$ cat config.mk
export PLATFORM = sky130hd
export DESIGN_NAME = cache_refill_ctrl
export DESIGN_NICKNAME = d
export VERILOG_FILES = /design/src/rtl/cache_pkg.sv /design/src/rtl/cache_refill_ctrl_line_buffer.sv /design/src/rtl/cache_refill_ctrl.sv
export SDC_FILE = /design/constraint.sdc
export NUM_CORES = 1
export LEC_CHECK = 0
export ABC_AREA = 1
export CAP_MARGIN = 5
export CORE_UTILIZATION = 40
export DETAILED_ROUTE_END_ITERATION = 10
export DONT_BUFFER_PORTS = 1
export SKIP_CTS_REPAIR_TIMING = 1
export SYNTH_ARGS = -nofsm -noshare
export SYNTH_HDL_FRONTEND = slang
export SYNTH_SLANG_ARGS = --single-unit
export TNS_END_PERCENT = 30
$ cat constraint.sdc
create_clock -name clk -period 11.63 [get_ports clk]
set_input_delay 2.9075 -clock clk [delete_from_list [all_inputs] [get_ports clk]]
set_output_delay 2.9075 -clock clk [all_outputs]
set_load 0.05 [all_outputs]
$ cat src/rtl/cache_pkg.sv
// Shared constants, state encoding and address helpers for the cache
// refill controller.
package cache_pkg;

  localparam int ADDR_WIDTH    = 32;
  localparam int INDEX         = 8;
  localparam int OFFSET        = 4;
  localparam int TAG           = ADDR_WIDTH - INDEX - OFFSET;
  localparam int WORD_SIZE_BIT = 32;
  localparam int BEATS         = 4;
  localparam int DATA_BLOCK    = BEATS * WORD_SIZE_BIT;

  typedef logic [1:0] state_t;

  localparam state_t IDLE = 2'd0;
  localparam state_t WB   = 2'd1;
  localparam state_t RD   = 2'd2;
  localparam state_t FILL = 2'd3;

  // Field view of a byte address: tag | index | word-in-line | byte-in-word.
  typedef struct packed {
    logic [TAG-1:0]   tag;
    logic [INDEX-1:0] index;
    logic [1:0]       word;
    logic [1:0]       byte_off;
  } addr_fields_t;

  // Word-aligned address of one beat of a line.
  function automatic logic [ADDR_WIDTH-1:0] beat_addr(
    input logic [TAG-1:0]   tag,
    input logic [INDEX-1:0] index,
    input logic [1:0]       beat
  );
    return {tag, index, beat, 2'b00};
  endfunction

endpackage

$ cat src/rtl/cache_refill_ctrl_line_buffer.sv
// Line assembly buffer: four memory words written one at a time,
// read out as one 128-bit block. Cleared whenever a new miss is accepted.
module line_buffer
  import cache_pkg::*;
(
  input  logic                     clk,
  input  logic                     reset,
  input  logic                     clear,
  input  logic                     we,
  input  logic [1:0]               windex,
  input  logic [WORD_SIZE_BIT-1:0] wdata,
  output logic [DATA_BLOCK-1:0]    block
);

  logic [BEATS-1:0][WORD_SIZE_BIT-1:0] words;

  // Word storage: clear has priority over a beat write.
  always_ff @(posedge clk or posedge reset) begin
    if (reset) begin
      words <= '0;
    end else if (clear) begin
      words <= '0;
    end else if (we) begin
      words[windex] <= wdata;
    end
  end

  assign block = words;

endmodule

$ cat src/rtl/cache_refill_ctrl.sv
// Cache miss refill controller: optional dirty-victim write-back in four
// beats, then a four-beat line fetch, then a single-cycle fill write.
// Optional build macro CRITICAL_WORD_FIRST_EN: the fetch starts at the
// missing word and the first fetched word is forwarded on crit_valid/crit_word.
module cache_refill_ctrl
  import cache_pkg::*;
(
  input  logic                     clk,
  input  logic                     reset,
  input  logic                     miss_req,
  input  logic [ADDR_WIDTH-1:0]    miss_addr,
  input  logic                     victim_dirty,
  input  logic [TAG-1:0]           victim_tag,
  input  logic [DATA_BLOCK-1:0]    victim_block,
  output logic                     ready,
  output logic                     mem_req,
  output logic                     mem_we,
  output logic [ADDR_WIDTH-1:0]    mem_addr,
  output logic [WORD_SIZE_BIT-1:0] mem_wdata,
  input  logic                     mem_ack,
  input  logic [WORD_SIZE_BIT-1:0] mem_rdata,
  output logic                     fill_we,
  output logic [INDEX-1:0]         fill_index,
  output logic [TAG-1:0]           fill_tag,
  output logic [DATA_BLOCK-1:0]    fill_block,
  output logic                     done
`ifdef CRITICAL_WORD_FIRST_EN
  ,
  output logic                     crit_valid,
  output logic [WORD_SIZE_BIT-1:0] crit_word
`endif
);

  state_t                              state;
  logic [1:0]                          beat;
  logic [TAG-1:0]                      miss_tag_q;
  logic [TAG-1:0]                      victim_tag_q;
  logic [INDEX-1:0]                    index_q;
  logic [BEATS-1:0][WORD_SIZE_BIT-1:0] victim_words_q;
  logic [1:0]                          rd_start;
  logic [1:0]                          first_rd_beat;
  logic [DATA_BLOCK-1:0]               buf_block;
  logic                                accept;
  logic                                rd_last;
  addr_fields_t                        req_fields;
  logic                                unused_bits;

  assign req_fields = addr_fields_t'(miss_addr);
  assign accept     = (state == IDLE) && miss_req;
  // The read burst ends on the beat just before the one it started on.
  assign rd_last    = (beat + 2'd1) == rd_start;

`ifdef CRITICAL_WORD_FIRST_EN
  assign first_rd_beat = req_fields.word;
  assign unused_bits   = ^req_fields.byte_off;

  // Remember where the read burst started so its end can be detected.
  always_ff @(posedge clk or posedge reset) begin
    if (reset) begin
      rd_start <= 2'd0;
    end else if (accept) begin
      rd_start <= req_fields.word;
    end
  end

  // The critical word is the first read beat, which is the one at rd_start.
  always_comb begin
    crit_valid = (state == RD) && mem_ack && (beat == rd_start);
    crit_word  = crit_valid ? mem_rdata : '0;
  end
`else
  assign first_rd_beat = 2'd0;
  assign rd_start      = 2'd0;
  assign unused_bits   = ^{req_fields.word, req_fields.byte_off};
`endif

  // Miss sequencing and beat counting; mem_req is high in WB/RD so mem_ack
  // alone marks a completed beat there.
  always_ff @(posedge clk or posedge reset) begin
    if (reset) begin
      state          <= IDLE;
      beat           <= 2'd0;
      miss_tag_q     <= '0;
      victim_tag_q   <= '0;
      index_q        <= '0;
      victim_words_q <= '0;
    end else begin
      case (state)
        IDLE: begin
          if (miss_req) begin
            miss_tag_q     <= req_fields.tag;
            index_q        <= req_fields.index;
            victim_tag_q   <= victim_tag;
            victim_words_q <= victim_block;
            if (victim_dirty) begin
              state <= WB;
              beat  <= 2'd0;
            end else begin
              state <= RD;
              beat  <= first_rd_beat;
            end
          end
        end
        WB: begin
          if (mem_ack) begin
            if (beat == 2'd3) begin
              state <= RD;
              beat  <= rd_start;
            end else begin
              beat <= beat + 2'd1;
            end
          end
        end
        RD: begin
          if (mem_ack) begin
            beat <= beat + 2'd1;
            if (rd_last) begin
              state <= FILL;
            end
          end
        end
        default: begin
          state <= IDLE;
          beat  <= 2'd0;
        end
      endcase
    end
  end

  line_buffer u_line_buffer (
    .clk    (clk),
    .reset  (reset),
    .clear  (accept),
    .we     ((state == RD) && mem_ack),
    .windex (beat),
    .wdata  (mem_rdata),
    .block  (buf_block)
  );

  // Output decode straight from registered state so reset clears it at once.
  always_comb begin
    ready      = (state == IDLE);
    mem_req    = (state == WB) || (state == RD);
    mem_we     = (state == WB);
    mem_addr   = '0;
    mem_wdata  = '0;
    fill_we    = (state == FILL);
    done       = (state == FILL);
    fill_index = '0;
    fill_tag   = '0;
    fill_block = '0;
    case (state)
      WB: begin
        mem_addr  = beat_addr(victim_tag_q, index_q, beat);
        mem_wdata = victim_words_q[beat];
      end
      RD: begin
        mem_addr = beat_addr(miss_tag_q, index_q, beat);
      end
      FILL: begin
        fill_index = index_q;
        fill_tag   = miss_tag_q;
        fill_block = buf_block;
      end
      default: begin
      end
    endcase
  end

endmodule

==> impl_metrics.csv, run 1 <==
group,metric,value,unit
outcome,outcome,"complete, no violations",
clock_tree,cts-root-buf,"clkbuf_16",
finish,nFillCells,3724,
floorplan,die_h,196,um
grt,antenna_found_initial,1,
clock_tree,clock_path_buffers,3,
synthesis,synth.most_common_cell,"nand2_1",
synthesis,ys_ff_latch,308,
floorplan,rows,70,
placed_design,place_area,15100,um2
floorplan,die_w,196,um
synthesis,synthArstFlopShare,1.00,
placed_design,port_buffers,0,
critical_path,reg2reg_from,"state[0]",
sta,slew_violations,0,
sta,skew,0.0137,ns
worst_hold_path,hold_path_startpoint,"u_line_buffer.block[33]",
synthesis,syn_inst,1985,
sta,fin_crit_sh,0.548,
placed_design,gp_congestion,0.857,
synthesis,syn_avg_cell_area,7.55,um2
critical_path,worstSetupPathType,"flip-flop to output pin",
critical_path,end_kind,"output pin",
sta,relSlewSlack,0.189,
power_and_ir_drop,leakagePower,8.91,nW
synthesis,synth_top_area_share,0.514,
critical_path,worst_ep_required_time,8.72,ns
floorplan,dieArea,38200,um2
run,maxCapViolations,0,
critical_path,arrival,3.47,ns
synthesis,ys_top_cells_by_count,"nand2_1 (789), dfrtp_1 (308), inv_1 (296)",
sta,worst_pin_slew,1.22,ns
synthesis,synth_adder_area_share,0.00918,
clock_tree,cts.sinks,308,
synthesis,synth_compound_area_frac,0.115,
grt,grt_pass1_vias,12000,
power_and_ir_drop,power.density,277,nW/um2
sta,grt_setup_unrepaired,"no",
finish,fin_area,16300,um2
critical_path,cp-start-kind,"flip-flop",
clock_tree,cts.clk_slew.worst_paths,0.06,ns
power_and_ir_drop,peakVddDrop,0.156,mV
detailed_routing,via_per_inst,5.06,
finish,area.growth.synth_to_final,8.76,%
synthesis,synth_edf_count,0,
finish,final_util,0.444,
synthesis,synth_area_leader_cell,"dfrtp_1",
synthesis,synth_top_family_by_area,"simple AND/OR/NAND/NOR gates",
critical_path,cp-startpoint,"state[0]",
sta,tns,0,ns
floorplan,fp.coreArea,36700,um2
clock_tree,h-tree-depth,2,
synthesis,synthMuxAreaShare,0,
sta,max_freq,157,MHz
detailed_routing,drc,0,
placed_design,hpwlAfterDp,27500,um
grt,grt_overflow,0,
synthesis,yosysWarnings,0,
floorplan,top_level_ports,442,
detailed_routing,dr.pass1.iters,5,
synthesis,ys_seq_area_frac,0.514,
sta,final_hold_viol_count,0,
detailed_routing,ant_nets,0,
sta,hold_ws,0.469,ns
synthesis,synth.area.top_cells,"dfrtp_1 (51%), nand2_1 (20%), inv_1 (7.4%), o21ai_0 (5.4%), nand3_1 (2.7%)",
synthesis,synth_xor_area_frac,0,
synthesis,yosys.area_share.simple,0.240,
synthesis,ys_types,28,
synthesis,synth_ff_type,"dfrtp_1",
detailed_routing,first_iter_violations,789,
detailed_routing,vias,12200,
sta,period_minus_slack,6.38,ns
clock_tree,tritoncts,"built",
finish,drive_above_1_share,0.0576,
detailed_routing,wl_per_cell,17.5,um
finish,nets,2146,
detailed_routing,routed_wl,42200,um
grt,grt_pass1_wl,67300,um
grt,grt_usage,0.223,
synthesis,synth_area,15000,um2
clock_tree,cts_buffers,37,
floorplan,start_util,0.408,
critical_path,worstPathMaxFanout,21,
worst_hold_path,hold_path_class,"flip-flop to flip-flop",
sta,setup_viol,0,
clock_tree,clk_latency,0.55,ns
grt,grt_max_degree,176,
==> power by group <==
group          total [W]  internal [W]  switching, W
sequential       0.00169       0.00148      0.000207
clock            0.00114      0.000685      0.000455
combinational    0.00168      0.000365       0.00132
total            0.00451       0.00253       0.00198
==> cells in the final DEF (no fill, tap or decap), types with 4 or more instances in the layout <==
master / count
o21ai_1: 67
nand2_2: 13
clkbuf_16: 37
inv_1: 295
nand2_1: 788
o211ai_1: 31
clkbuf_1: 8
ha_1: 10
o21ai_0: 161
clkinv_2: 4
inv_2: 10
buf_4: 18
clkbuf_8: 12
nand3_1: 81
dfrtp_1: 307
a21oi_1: 60
nor2_1: 18
==> routing by layer <==
metal,track usage,part of all wire
met5,0,0
met4,0.0924,0.032
met3,0.0623,0.079
met2,0.355,0.46
met1,0.285,0.42
==> worst paths after layout <==
| check | endpoint | slack, ns | cells after the start |
|---|---|---|---|
| min in group asynchronous | victim_words_q[50] | 2.37 | 1 |
| max in group asynchronous | beat[0] | 7.63 | 2 |
| max | mem_addr[27] | 5.25 | 4 |
| max reg2reg | u_line_buffer.block[3] | 8.53 | 7 |
| min reg2reg | u_line_buffer.block[33] | 0.47 | 2 |
| min | u_line_buffer.block[33] | 0.47 | 2 |
==> worst max-delay path: stages (launching register included) <==
cell and delay (ns):
dfrtp_1 0.46, inv_1 0.14, ha_1 0.75, inv_1 0.54, a21oi_1 1.05
==> area by class of cell <==
cell class / instances / area [um2] / area share
Multi-Input combinational cell: 1244 / 5480 / 0.336
Tap cell: 468 / 586 / 0.0359
Inverter: 308 / 1170 / 0.0718
Sequential cell: 308 / 7710 / 0.473
Clock inverter: 8 / 75.1 / 0.00461
Antenna cell: 1 / 2.50 / 0.000154
Clock buffer: 57 / 1120 / 0.0688
Timing Repair Buffer: 19 / 155 / 0.00952
==> per-stage QoR <==
stage | power [W] | cells | setup slack (ns)
2_1_floorplan | 0.00307 | 1986 | 0.206
5_1_grt | 0.00483 | 2412 | 5.08
3_5_place_dp | 0.00340 | 2347 | 5.76
3_3_place_gp | 0.00336 | 2347 | 5.77
6_report | 0.00451 | 2413 | 5.25
4_1_cts | 0.00456 | 2412 | 5.16
==> sequential cells by signal, indices dropped and copies added, names as in the netlist <==
register             cells
u_line_buffer.block    128
victim_words_q         128
miss_tag_q              20
victim_tag_q            20
index_q                  8
beat                     2
state                    2
==> logic make-up after synthesis <==
group	after synthesis
DFF	308
adders and majority gates	11
and+or+nand+nor	908
AOI/OAI and AO/OA	323
other	1
buffers and inverters	434
Power figures use the tool's default switching activity.
==> run 2: changes to the inputs <==
- clock period: 11.63 -> 6.67 ns (I/O delays scaled with it)
==> run 2 against run 1 <==
Effect of this change:
- setup slack worse by 3.7 ns
- clock-buffer cell count down 3
- routed wire length up 0.14%
- total power up 75%
- sequential power up 74%
- critical path type unchanged
- largest power group unchanged
==> impl_metrics.csv, run 2 (synthesized netlist as in run 1, its figures left out) <==
group,metric,value,unit
clock_tree,cts-root-buf,"clkbuf_16",
clock_tree,clock_path_buffers,3,
critical_path,crit_top_cell,"inv_1",
outcome,outcome,"complete, no violations",
detailed_routing,ant_nets,0,
placed_design,hpwlAfterDp,27600,um
finish,nets,2146,
critical_path,path_delay_family,"compound AO/OA/AOI/OAI gates",
critical_path,end_kind,"output pin",
detailed_routing,dr.pass1.iters,5,
sta,slew_violations,0,
critical_path,arrival,3.40,ns
worst_hold_path,hold_path_class,"flip-flop to flip-flop",
run,maxCapViolations,0,
finish,final_cells,2415,
finish,final_util,0.445,
sta,worst_pin_slew,1.24,ns
sta,skew,0.0187,ns
sta,grt_setup_unrepaired,"no",
critical_path,r2r-end,"u_line_buffer.block[68]",
worst_hold_path,holdPathEnd,"victim_words_q[31]",
finish,nFillCells,3734,
floorplan,die_h,196,um
power_and_ir_drop,leakagePower,8.91,nW
critical_path,worst_r2r_path_depth,7,
finish,mostFrequentLayoutCell,"nand2_1",
sta,period_minus_slack,5.07,ns
grt,grt_pass1_vias,12000,
sta,tns,0,ns
sta,fin_crit_sh,0.760,
grt,grt_overflow,0,
floorplan,fp.coreArea,36700,um2
power_and_ir_drop,power.density,482,nW/um2
clock_tree,clk_latency,0.55,ns
finish,area.growth.synth_to_final,9.01,%
grt,grt_max_degree,157,
critical_path,critPathMaxStageDelay,1.03,ns
placed_design,port_buffers,0,
grt,grt_usage,0.221,
finish,drive_above_1_share,0.0571,
detailed_routing,wl_per_cell,17.5,um
detailed_routing,drc,0,
floorplan,top_level_ports,442,
sta,relSlewSlack,0.176,
worst_hold_path,hold_path_startpoint,"victim_words_q[31]",
critical_path,cp_cell_sequence,"inv_1 > ha_1 > inv_1 > a21oi_1",
grt,antenna_found_initial,3,
detailed_routing,first_iter_violations,759,
grt,grt_pass1_wl,66700,um
sta,fin_ws,1.60,ns
clock_tree,tritoncts,"built",
placed_design,gp_congestion,0.848,
power_and_ir_drop,peakVddDrop,0.287,mV
floorplan,die_w,196,um
sta,setup_viol,0,
finish,mostFrequentLayoutCells,"nand2_1 (788), dfrtp_1 (307), inv_1 (295)",
placed_design,dp_cells,2347,
critical_path,worstSetupPathType,"flip-flop to output pin",
detailed_routing,routed_wl,42300,um
critical_path,worst_path_max_delay_cell,"a21oi_1",
sta,final_hold_viol_count,0,
critical_path,worstPathMaxFanout,21,
clock_tree,h-tree-depth,2,
detailed_routing,vias,12200,
critical_path,cp-start-kind,"flip-flop",
placed_design,pre_cts_slack,2.14,ns
floorplan,start_util,0.408,
detailed_routing,via_per_inst,5.05,
critical_path,reg2reg_from,"beat[0]",
floorplan,dieArea,38200,um2
critical_path,worst_ep_required_time,5.00,ns
critical_path,path_buf_inv,2,
clock_tree,cts.sinks,308,
clock_tree,cts.clk_slew.worst_paths,0.06,ns
clock_tree,cts_buffers,37,
critical_path,r2r_slack,3.41,ns
worst_hold_path,whs_path_depth,2,
floorplan,rows,70,
power_and_ir_drop,power,0.00788,W
sta,max_freq,197,MHz
## run 2: cell types whose count changed in the layout (fill, tap and decap cells not counted), moves of 2 or more
cell	previous run	this run
buf_4	18	16
clkbuf_8	12	8
buf_12	1	3
diode_2	1	3
inv_8	2	0
clkinv_8	0	2
clkinvlp_4	1	3
## run 2: layout make-up
cell class	count	area [um2]	area share
flip-flops and latches	308	7710	0.472
multi-input cells	1244	5480	0.335
inverters	308	1160	0.0713
clock buffers	54	1070	0.0655
well taps	468	586	0.0358
repair buffers	19	180	0.0110
clock inverters	11	140	0.00858
diodes	3	7.51	0.000459
## run 2: stage by stage
| step | hold slack (ns) | cell area, um2 |
|---|---|---|
| 6_report | 0.476 | 16300 |
| 3_5_place_dp | 0.465 | 15100 |
| 5_1_grt | 0.497 | 16300 |
| 3_3_place_gp | 0.459 | 15100 |
| 2_1_floorplan | 0.442 | 15000 |
| 4_1_cts | 0.481 | 16300 |
## run 2: metal layers
layer / vias to the layer above / GRT usage / share of wire
met5: - / 0 / 0
met4: 0 / 0.0907 / 0.036
met3: 76 / 0.0667 / 0.088
met2: 495 / 0.349 / 0.46
met1: 5712 / 0.283 / 0.42
li1: 5902 / - / -
## run 2: worst reg2reg max path, delay by kind of cell (launching register included)
family	cells	cell delay [ns]
buf+inv	3	1.29
simple gates	1	0.13
flops	1	0.81
fa+ha+maj	1	0.36
compound gates	2	0.59
## run 2: worst max path at each step
| stage | from | end | slack, ns | depth (start not counted) |
|---|---|---|---|---|
| final | state[0] | mem_addr[31] | 1.60 | 4 |
| after global routing | state[1] | mem_wdata[25] | 1.45 | 5 |
| after CTS | state[0] | mem_addr[31] | 1.57 | 4 |
| after detailed placement | state[0] | mem_addr[31] | 2.14 | 4 |
| after global placement | state[0] | mem_addr[31] | 2.17 | 4 |
| after floorplan | reset | beat[0] | 0.90 | 1 |
## run 2: report_power, final
part,internal (W),total [W],switching [W]
registers,0.00258,0.00294,0.000359
clock network,0.00120,0.00201,0.000810
logic,0.000633,0.00293,0.00230
